### config.mk
export PLATFORM = sky130hd
export DESIGN_NAME = usb20_nrzi_tx
export DESIGN_NICKNAME = d
export VERILOG_FILES = /design/src/rtl/usb20_nrzi_tx.sv
export SDC_FILE = /design/constraint.sdc
export NUM_CORES = 1
export LEC_CHECK = 0
export ABC_AREA = 1
export CORE_ASPECT_RATIO = 1.4
export CORE_MARGIN = 1.5
export CORE_UTILIZATION = 50
export CTS_CLUSTER_DIAMETER = 100
export CTS_CLUSTER_SIZE = 14
export DETAILED_ROUTE_END_ITERATION = 12
export GPL_TIMING_DRIVEN = 0
export PLACE_DENSITY = 0.72
export SETUP_SLACK_MARGIN = 0.4
export SYNTH_ARGS = -nofsm -noshare
export SYNTH_HDL_FRONTEND = slang
export SYNTH_SLANG_ARGS = --single-unit
export TNS_END_PERCENT = 5
### constraint.sdc
create_clock -name clk_i -period 2.5 [get_ports clk_i]
set_input_delay 0.5 -clock clk_i [delete_from_list [all_inputs] [get_ports clk_i]]
set_output_delay 0.5 -clock clk_i [all_outputs]
set_load 0.02 [all_outputs]
### src/rtl/usb20_nrzi_tx.sv
// usb20_nrzi_tx: USB 2.0 full-speed serial transmitter.
// Takes a byte stream on a valid/ready handshake and emits SYNC, bit-stuffed NRZI
// data and EOP. It drives both the dp/dn pin pair and the tx_d/tx_se0 encoded pair.
// Optional feature macro: USB20_TX_LS_EN adds the ls_mode_i port. With it, a packet
// can use low-speed timing (8x bit period) and swapped J/K polarity.
module usb20_nrzi_tx #(
  parameter int CLKS_PER_BIT = 4,
  parameter int EOP_SE0_BITS = 2
) (
  input  logic       clk_i,
  input  logic       rst_ni,
  input  logic [7:0] data_i,
  input  logic       valid_i,
  input  logic       last_i,
  output logic       ready_o,
  output logic       busy_o,
  output logic       err_underrun_o,
  output logic       dp_o,
  output logic       dn_o,
  output logic       oe_o,
  output logic       tx_d_o,
`ifdef USB20_TX_LS_EN
  output logic       tx_se0_o,
  input  logic       ls_mode_i
`else
  output logic       tx_se0_o
`endif
);

  // Bit-period counter sizing: the longest period is the low-speed one when enabled.
`ifdef USB20_TX_LS_EN
  localparam int PER_MAX = 8 * CLKS_PER_BIT;
`else
  localparam int PER_MAX = CLKS_PER_BIT;
`endif
  localparam int CW = $clog2(PER_MAX);
  localparam int EW = $clog2(EOP_SE0_BITS + 1);

  localparam logic [CW-1:0] FS_PER_M1 = CW'(CLKS_PER_BIT - 1);
`ifdef USB20_TX_LS_EN
  localparam logic [CW-1:0] LS_PER_M1 = CW'(8 * CLKS_PER_BIT - 1);
`endif
  localparam logic [EW-1:0] EOP_LEN   = EW'(EOP_SE0_BITS);

  typedef enum logic [2:0] {
    ST_IDLE    = 3'd0,
    ST_SYNC    = 3'd1,
    ST_DATA    = 3'd2,
    ST_STUFF   = 3'd3,
    ST_EOP_SE0 = 3'd4,
    ST_EOP_J   = 3'd5
  } state_e;

  // One NRZI bit: a 0 toggles the line and clears the run of ones, a 1 holds the line
  // and extends the run. Returns {line_j, ones}.
  function automatic logic [3:0] nrzi_step(input logic line_j, input logic [2:0] ones,
                                           input logic b);
    logic [3:0] r;
    if (b) begin
      r = {line_j, ones + 3'd1};
    end else begin
      r = {~line_j, 3'd0};
    end
    return r;
  endfunction

  state_e        state_q, state_d;
  logic [CW-1:0] cnt_q, cnt_d;
  logic [3:0]    bit_idx_q, bit_idx_d;   // bits of current byte / SYNC already driven
  logic [2:0]    ones_q, ones_d;         // consecutive ones on the wire
  logic [EW-1:0] eop_cnt_q, eop_cnt_d;
  logic [7:0]    shift_q, shift_d;
  logic          last_q, last_d;
  logic          ls_q, ls_d;
  logic          ready_q, ready_d;
  logic          busy_q, busy_d;
  logic          oe_q, oe_d;
  logic          line_j_q, line_j_d;     // 1 = line in J state
  logic          se0_q, se0_d;
  logic          dp_q, dp_d;
  logic          dn_q, dn_d;
  logic          tx_d_q, tx_d_d;
  logic          tx_se0_q, tx_se0_d;

  logic          ls_sel_s;
  logic [CW-1:0] per_m1_s;
  logic          strobe_s;
  logic          pre_strobe_s;
  logic [3:0]    step_s;
  logic          nxt_bit_s;

`ifdef USB20_TX_LS_EN
  assign ls_sel_s = ls_mode_i;
  assign per_m1_s = ls_q ? LS_PER_M1 : FS_PER_M1;
`else
  assign ls_sel_s = 1'b0;
  assign per_m1_s = FS_PER_M1;
`endif

  // The strobe is the counter wrap; the cycle before it is where a next byte is requested.
  assign strobe_s     = (cnt_q == per_m1_s);
  assign pre_strobe_s = (cnt_q == (per_m1_s - CW'(1)));

  // Next data bit of the byte in flight, and its NRZI result.
  assign nxt_bit_s = shift_q[bit_idx_q[2:0]];
  assign step_s    = nrzi_step(line_j_q, ones_q, nxt_bit_s);

  // Next-state logic for the transmit FSM, bit timing and line encoding.
  always_comb begin
    state_d   = state_q;
    cnt_d     = cnt_q;
    bit_idx_d = bit_idx_q;
    ones_d    = ones_q;
    eop_cnt_d = eop_cnt_q;
    shift_d   = shift_q;
    last_d    = last_q;
    ls_d      = ls_q;
    ready_d   = 1'b0;
    busy_d    = busy_q;
    oe_d      = oe_q;
    line_j_d  = line_j_q;
    se0_d     = se0_q;

    if (state_q == ST_IDLE) begin
      cnt_d = '0;
    end else if (strobe_s) begin
      cnt_d = '0;
    end else begin
      cnt_d = cnt_q + CW'(1);
    end

    case (state_q)
      ST_IDLE: begin
        if (ready_q && valid_i) begin
          // Handshake: latch the first byte and drive SYNC bit 0 (K) right away.
          shift_d   = data_i;
          last_d    = last_i;
          ls_d      = ls_sel_s;
          state_d   = ST_SYNC;
          oe_d      = 1'b1;
          busy_d    = 1'b1;
          line_j_d  = 1'b0;
          se0_d     = 1'b0;
          bit_idx_d = 4'd1;
          ones_d    = 3'd0;
          cnt_d     = '0;
        end else begin
          ready_d  = 1'b1;
          oe_d     = 1'b0;
          busy_d   = 1'b0;
          line_j_d = 1'b1;
          se0_d    = 1'b0;
        end
      end

      ST_SYNC: begin
        if (strobe_s) begin
          if (bit_idx_q == 4'd8) begin
            // SYNC complete: first data bit; the trailing SYNC '1' already counts as a one.
            {line_j_d, ones_d} = step_s;
            bit_idx_d          = 4'd1;
            state_d            = ST_DATA;
          end else begin
            // SYNC pattern 8'h80 LSB first: zeros except the last bit.
            {line_j_d, ones_d} = nrzi_step(line_j_q, ones_q, (bit_idx_q == 4'd7));
            bit_idx_d          = bit_idx_q + 4'd1;
          end
        end else begin
          state_d = ST_SYNC;
        end
      end

      ST_DATA, ST_STUFF: begin
        // Request the next byte one cycle before the strobe that would start its bit 0.
        if (pre_strobe_s && (ones_q != 3'd6) && (bit_idx_q == 4'd8) && !last_q) begin
          ready_d = 1'b1;
        end else begin
          ready_d = 1'b0;
        end
        if (strobe_s) begin
          if (ones_q == 3'd6) begin
            // Six ones in a row: insert a forced toggle.
            line_j_d = ~line_j_q;
            ones_d   = 3'd0;
            state_d  = ST_STUFF;
          end else if (bit_idx_q != 4'd8) begin
            {line_j_d, ones_d} = step_s;
            bit_idx_d          = bit_idx_q + 4'd1;
            state_d            = ST_DATA;
          end else if (!last_q && ready_q && valid_i) begin
            // Next byte accepted with zero gap.
            shift_d            = data_i;
            last_d             = last_i;
            {line_j_d, ones_d} = nrzi_step(line_j_q, ones_q, data_i[0]);
            bit_idx_d          = 4'd1;
            state_d            = ST_DATA;
          end else begin
            // End of packet, or underrun truncating it.
            se0_d     = 1'b1;
            eop_cnt_d = EW'(1);
            state_d   = ST_EOP_SE0;
          end
        end else begin
          state_d = state_q;
        end
      end

      ST_EOP_SE0: begin
        if (strobe_s) begin
          if (eop_cnt_q == EOP_LEN) begin
            se0_d    = 1'b0;
            line_j_d = 1'b1;
            state_d  = ST_EOP_J;
          end else begin
            eop_cnt_d = eop_cnt_q + EW'(1);
          end
        end else begin
          state_d = ST_EOP_SE0;
        end
      end

      ST_EOP_J: begin
        if (strobe_s) begin
          state_d  = ST_IDLE;
          oe_d     = 1'b0;
          busy_d   = 1'b0;
          ready_d  = 1'b1;
          line_j_d = 1'b1;
        end else begin
          state_d = ST_EOP_J;
        end
      end

      default: begin
        state_d  = ST_IDLE;
        oe_d     = 1'b0;
        busy_d   = 1'b0;
        line_j_d = 1'b1;
        se0_d    = 1'b0;
      end
    endcase

    // Pin encoding: J is dp1/dn0 at full speed and swapped at low speed; SE0 is both low.
    if (se0_d) begin
      dp_d   = 1'b0;
      dn_d   = 1'b0;
      tx_d_d = tx_d_q;
    end else begin
      dp_d   = line_j_d ^ ls_d;
      dn_d   = ~(line_j_d ^ ls_d);
      tx_d_d = line_j_d ^ ls_d;
    end
    tx_se0_d = se0_d;
  end

  // State and registered outputs; async reset returns the line to idle immediately.
  always_ff @(posedge clk_i or negedge rst_ni) begin
    if (!rst_ni) begin
      state_q   <= ST_IDLE;
      cnt_q     <= '0;
      bit_idx_q <= 4'd0;
      ones_q    <= 3'd0;
      eop_cnt_q <= '0;
      shift_q   <= 8'h00;
      last_q    <= 1'b0;
      ls_q      <= 1'b0;
      ready_q   <= 1'b0;
      busy_q    <= 1'b0;
      oe_q      <= 1'b0;
      line_j_q  <= 1'b1;
      se0_q     <= 1'b0;
      dp_q      <= 1'b1;
      dn_q      <= 1'b0;
      tx_d_q    <= 1'b1;
      tx_se0_q  <= 1'b0;
    end else begin
      state_q   <= state_d;
      cnt_q     <= cnt_d;
      bit_idx_q <= bit_idx_d;
      ones_q    <= ones_d;
      eop_cnt_q <= eop_cnt_d;
      shift_q   <= shift_d;
      last_q    <= last_d;
      ls_q      <= ls_d;
      ready_q   <= ready_d;
      busy_q    <= busy_d;
      oe_q      <= oe_d;
      line_j_q  <= line_j_d;
      se0_q     <= se0_d;
      dp_q      <= dp_d;
      dn_q      <= dn_d;
      tx_d_q    <= tx_d_d;
      tx_se0_q  <= tx_se0_d;
    end
  end

  assign ready_o        = ready_q;
  assign busy_o         = busy_q;
  // Underrun is flagged in the request cycle itself, so it must see valid_i directly.
  assign err_underrun_o = ready_q & busy_q & ~valid_i;
  assign dp_o           = dp_q;
  assign dn_o           = dn_q;
  assign oe_o           = oe_q;
  assign tx_d_o         = tx_d_q;
  assign tx_se0_o       = tx_se0_q;

endmodule

==> results.cfg <==
[setup_path]
startpoint_type = register
critPathArrivalTime_ps = 2160
cp.required_ps = 2680
endpoint_kind = register
r2r_setup_slack_ps = 520
r2r_start = bit_idx_q[0]
r2r_end = ones_q[2]
critPathKind = reg2reg
worstPathMaxFanout = 6
ff2ff_path_depth = 13

[final_layout]
seqCellArea_sq_um = 782
antenna_cells = 0
multi_input_area_sq_um = 871
num-nets-final = 269
fillCellCount = 310
fin_area_sq_mm = 0.00220
synthToLayoutAreaGrowth_pct = 21.6
drive_gt1_share_pct = 25.5

[floorplanning]
io_pins = 20
die_h_um = 74.2
die_x_um = 53.8
coreArea_sq_mm = 0.00341
num_rows = 25
die_area_sq_mm = 0.00399
start_util_pct = 53.1

[clock_tree]
cts_tree = yes
cts.root.buffer_cell = clkbuf_8
clk_path_buf_depth = 2
htree_levels = 2
ctsHoldBuffers = 0
clk_pin_slew_worst_paths_ps = 70
clock_sinks = 31
clk-insertion-delay-late_ps = 290
numCtsBuffers = 5

[synth]
synth_nets = 241
synth.avg_cell_area_sq_um = 8.15
synth_warnings = 0
synthCells = 222
seq_area_frac_synth_pct = 43.1
ys_types = 31
synthesis.area_sq_mm = 0.00181
ys_seq_elements = 31

[power_and_ir_drop]
ir_worst_vdd_mv = 0.817
p_per_area_mw_per_mm2 = 1290
p_leak_uw = 0.00109

[timing]
fin_worst_skew_ps = 7.60
rsz0062_at_grt = yes
hold_viol_final = 0
period_share_pct = 79.1
setup_ws_ps = 522
finalMaxSlewViolations = 0
worst_pin_slew_ps = 718
tns_ps = 0
relSlewSlack_pct = 52.1
setup-violations-final = 0
period_needed_ps = 1980
max_freq_ghz = 0.506

[placed_design]
gp_congestion = 0.897
hpwl_um = 2950
postPlaceCellArea_sq_mm = 0.00204
post-place-ws_ps = 265
portBuffers = 19

[global_route]
grt_max_degree = 32
grt_usage_pct = 23.3
grt_pass1_vias = 1568
grt_pass1_wl_um = 6690
antenna_found_initial = 0
grt.overflow.total = 0

[flow_run]
cap_violations = 0

[route]
route.detailed.drc = 0
drt_iter0_drc = 81
dr.pass1.iters = 4
vias_per_cell = 5.35
drt.antenna.violating_nets = 0
routedWlPerCell_um = 13.8
num_vias = 1557
routed_wl_um = 4000

[min_path]
worstHoldPathType = in2async

[status]
outcome = complete, no violations
## sequential cells by signal, summed over array words and instances, names as in the netlist, 2 cells and up
name and flops:
shift_q 8, bit_idx_q 4, state_q 3, eop_cnt_q 2, ones_q 3, cnt_q 2
## synthesized netlist by cell type (all sizes together)
master  number  share of area (%)
a221oi       1               0.48
dfstp        3                4.4
a31oi        2               0.69
nand2       50                 12
xor2         1               0.48
nand4        2                1.4
o21ai       19                5.5
dfrtp       28                 39
nor3b        1               0.69
inv         42                8.7
o21bai       2               0.83
buf          3                1.1
nor3         8                2.8
o221ai       1               0.48
ha           7                4.8
nor2        17                4.2
o311ai       1               0.48
a21oi       12                3.3
o31ai        2               0.83
mux2         3                1.9
nand3       17                6.5
## routing by layer
metal,GRT usage (%),vias up,share of wire (%)
met1,25.8,749,41
li1,-,772,-
met5,0,-,0
met2,40.4,27,53
met4,11.1,0,2.0
met3,5.82,9,3.2
## logic make-up (layout without fill, tap and decap cells)
logic type | after synthesis | count (layout) | share of synthesized area (%)
buffers and inverters | 45 | 74 | 9.82
muxes | 3 | 3 | 1.87
adders and majority gates | 7 | 7 | 4.84
xor gates and xnor gates | 1 | 1 | 0.484
AOI/OAI and AO/OA | 40 | 40 | 12.6
DFF | 31 | 31 | 43.1
and+or+nand+nor | 95 | 95 | 27.3
## worst max-delay path: stages, from the launching register on
cell	delay, ps
dfrtp_2	440
inv_2	120
ha_1	210
nand3_4	140
inv_4	110
nand2_1	100
nor3_4	170
inv_2	80
nand4_2	110
inv_2	50
nand2_1	60
xor2_1	130
o21bai_1	110
inv_1	50
## worst max path at each step
stage	start	endpoint	slack, ps	depth (start not counted)
after floorplan	bit_idx_q[0]	ones_q[2]	740	13
after global placement	valid_i	tx_d_o	270	15
after detailed placement	valid_i	bit_idx_q[3]	270	10
after CTS	bit_idx_q[1]	ones_q[2]	440	13
after global routing	bit_idx_q[0]	ones_q[2]	370	13
final	bit_idx_q[0]	ones_q[2]	520	13
## power by group
group          total (uW)  internal (uW)  switching, uW
sequential            900            746            155
clock                 518            322            196
combinational        1430            557            871
total                2850           1620           1220
## layout make-up
type                    instances  share of cell area [%]
multi-input cells             146                    39.6
flip-flops and latches         31                    35.6
repair buffers                 21                    9.04
inverters                      42                    7.28
clock buffers                   6                    3.75
well taps                      40                    2.28
clock inverters                 2                    1.59
plain buffers                   3                   0.910
## cells in the final DEF, fill, tap and decap left out, types with 2 or more instances in the layout
master,count
nor2_1,14
buf_4,4
a21oi_1,12
nand3_1,11
mux2_2,3
nand3_2,5
inv_1,27
inv_2,14
nor3_2,2
clkbuf_8,6
nand2_1,40
nor2_2,2
nand4_2,2
buf_2,2
o21bai_1,2
o21ai_1,5
a31oi_1,2
o21ai_0,13
nor3_1,5
ha_1,6
dfrtp_2,2
clkdlybuf4s50_1,17
dfrtp_1,26
dfstp_2,3
nand2_2,10
o31ai_1,2
## per-stage QoR
step / power [uW] / utilization (%) / hold WS, ps / cells
3_3_place_gp: 2260 / 60.1 / 457 / 281
5_1_grt: 3080 / 64.5 / 320 / 291
3_5_place_dp: 2290 / 60.0 / 461 / 281
2_1_floorplan: 1910 / - / 204 / 222
4_1_cts: 2810 / 63.4 / 283 / 289
6_report: 2850 / 64.5 / 266 / 291
## what timing repair did
item                       CTS  global route
resized for setup            1             8
pin swaps                    0             0
buffers inserted             0             2
setup endpoints to repair    1            14
No activity file was read; power rests on OpenSTA's default activity.
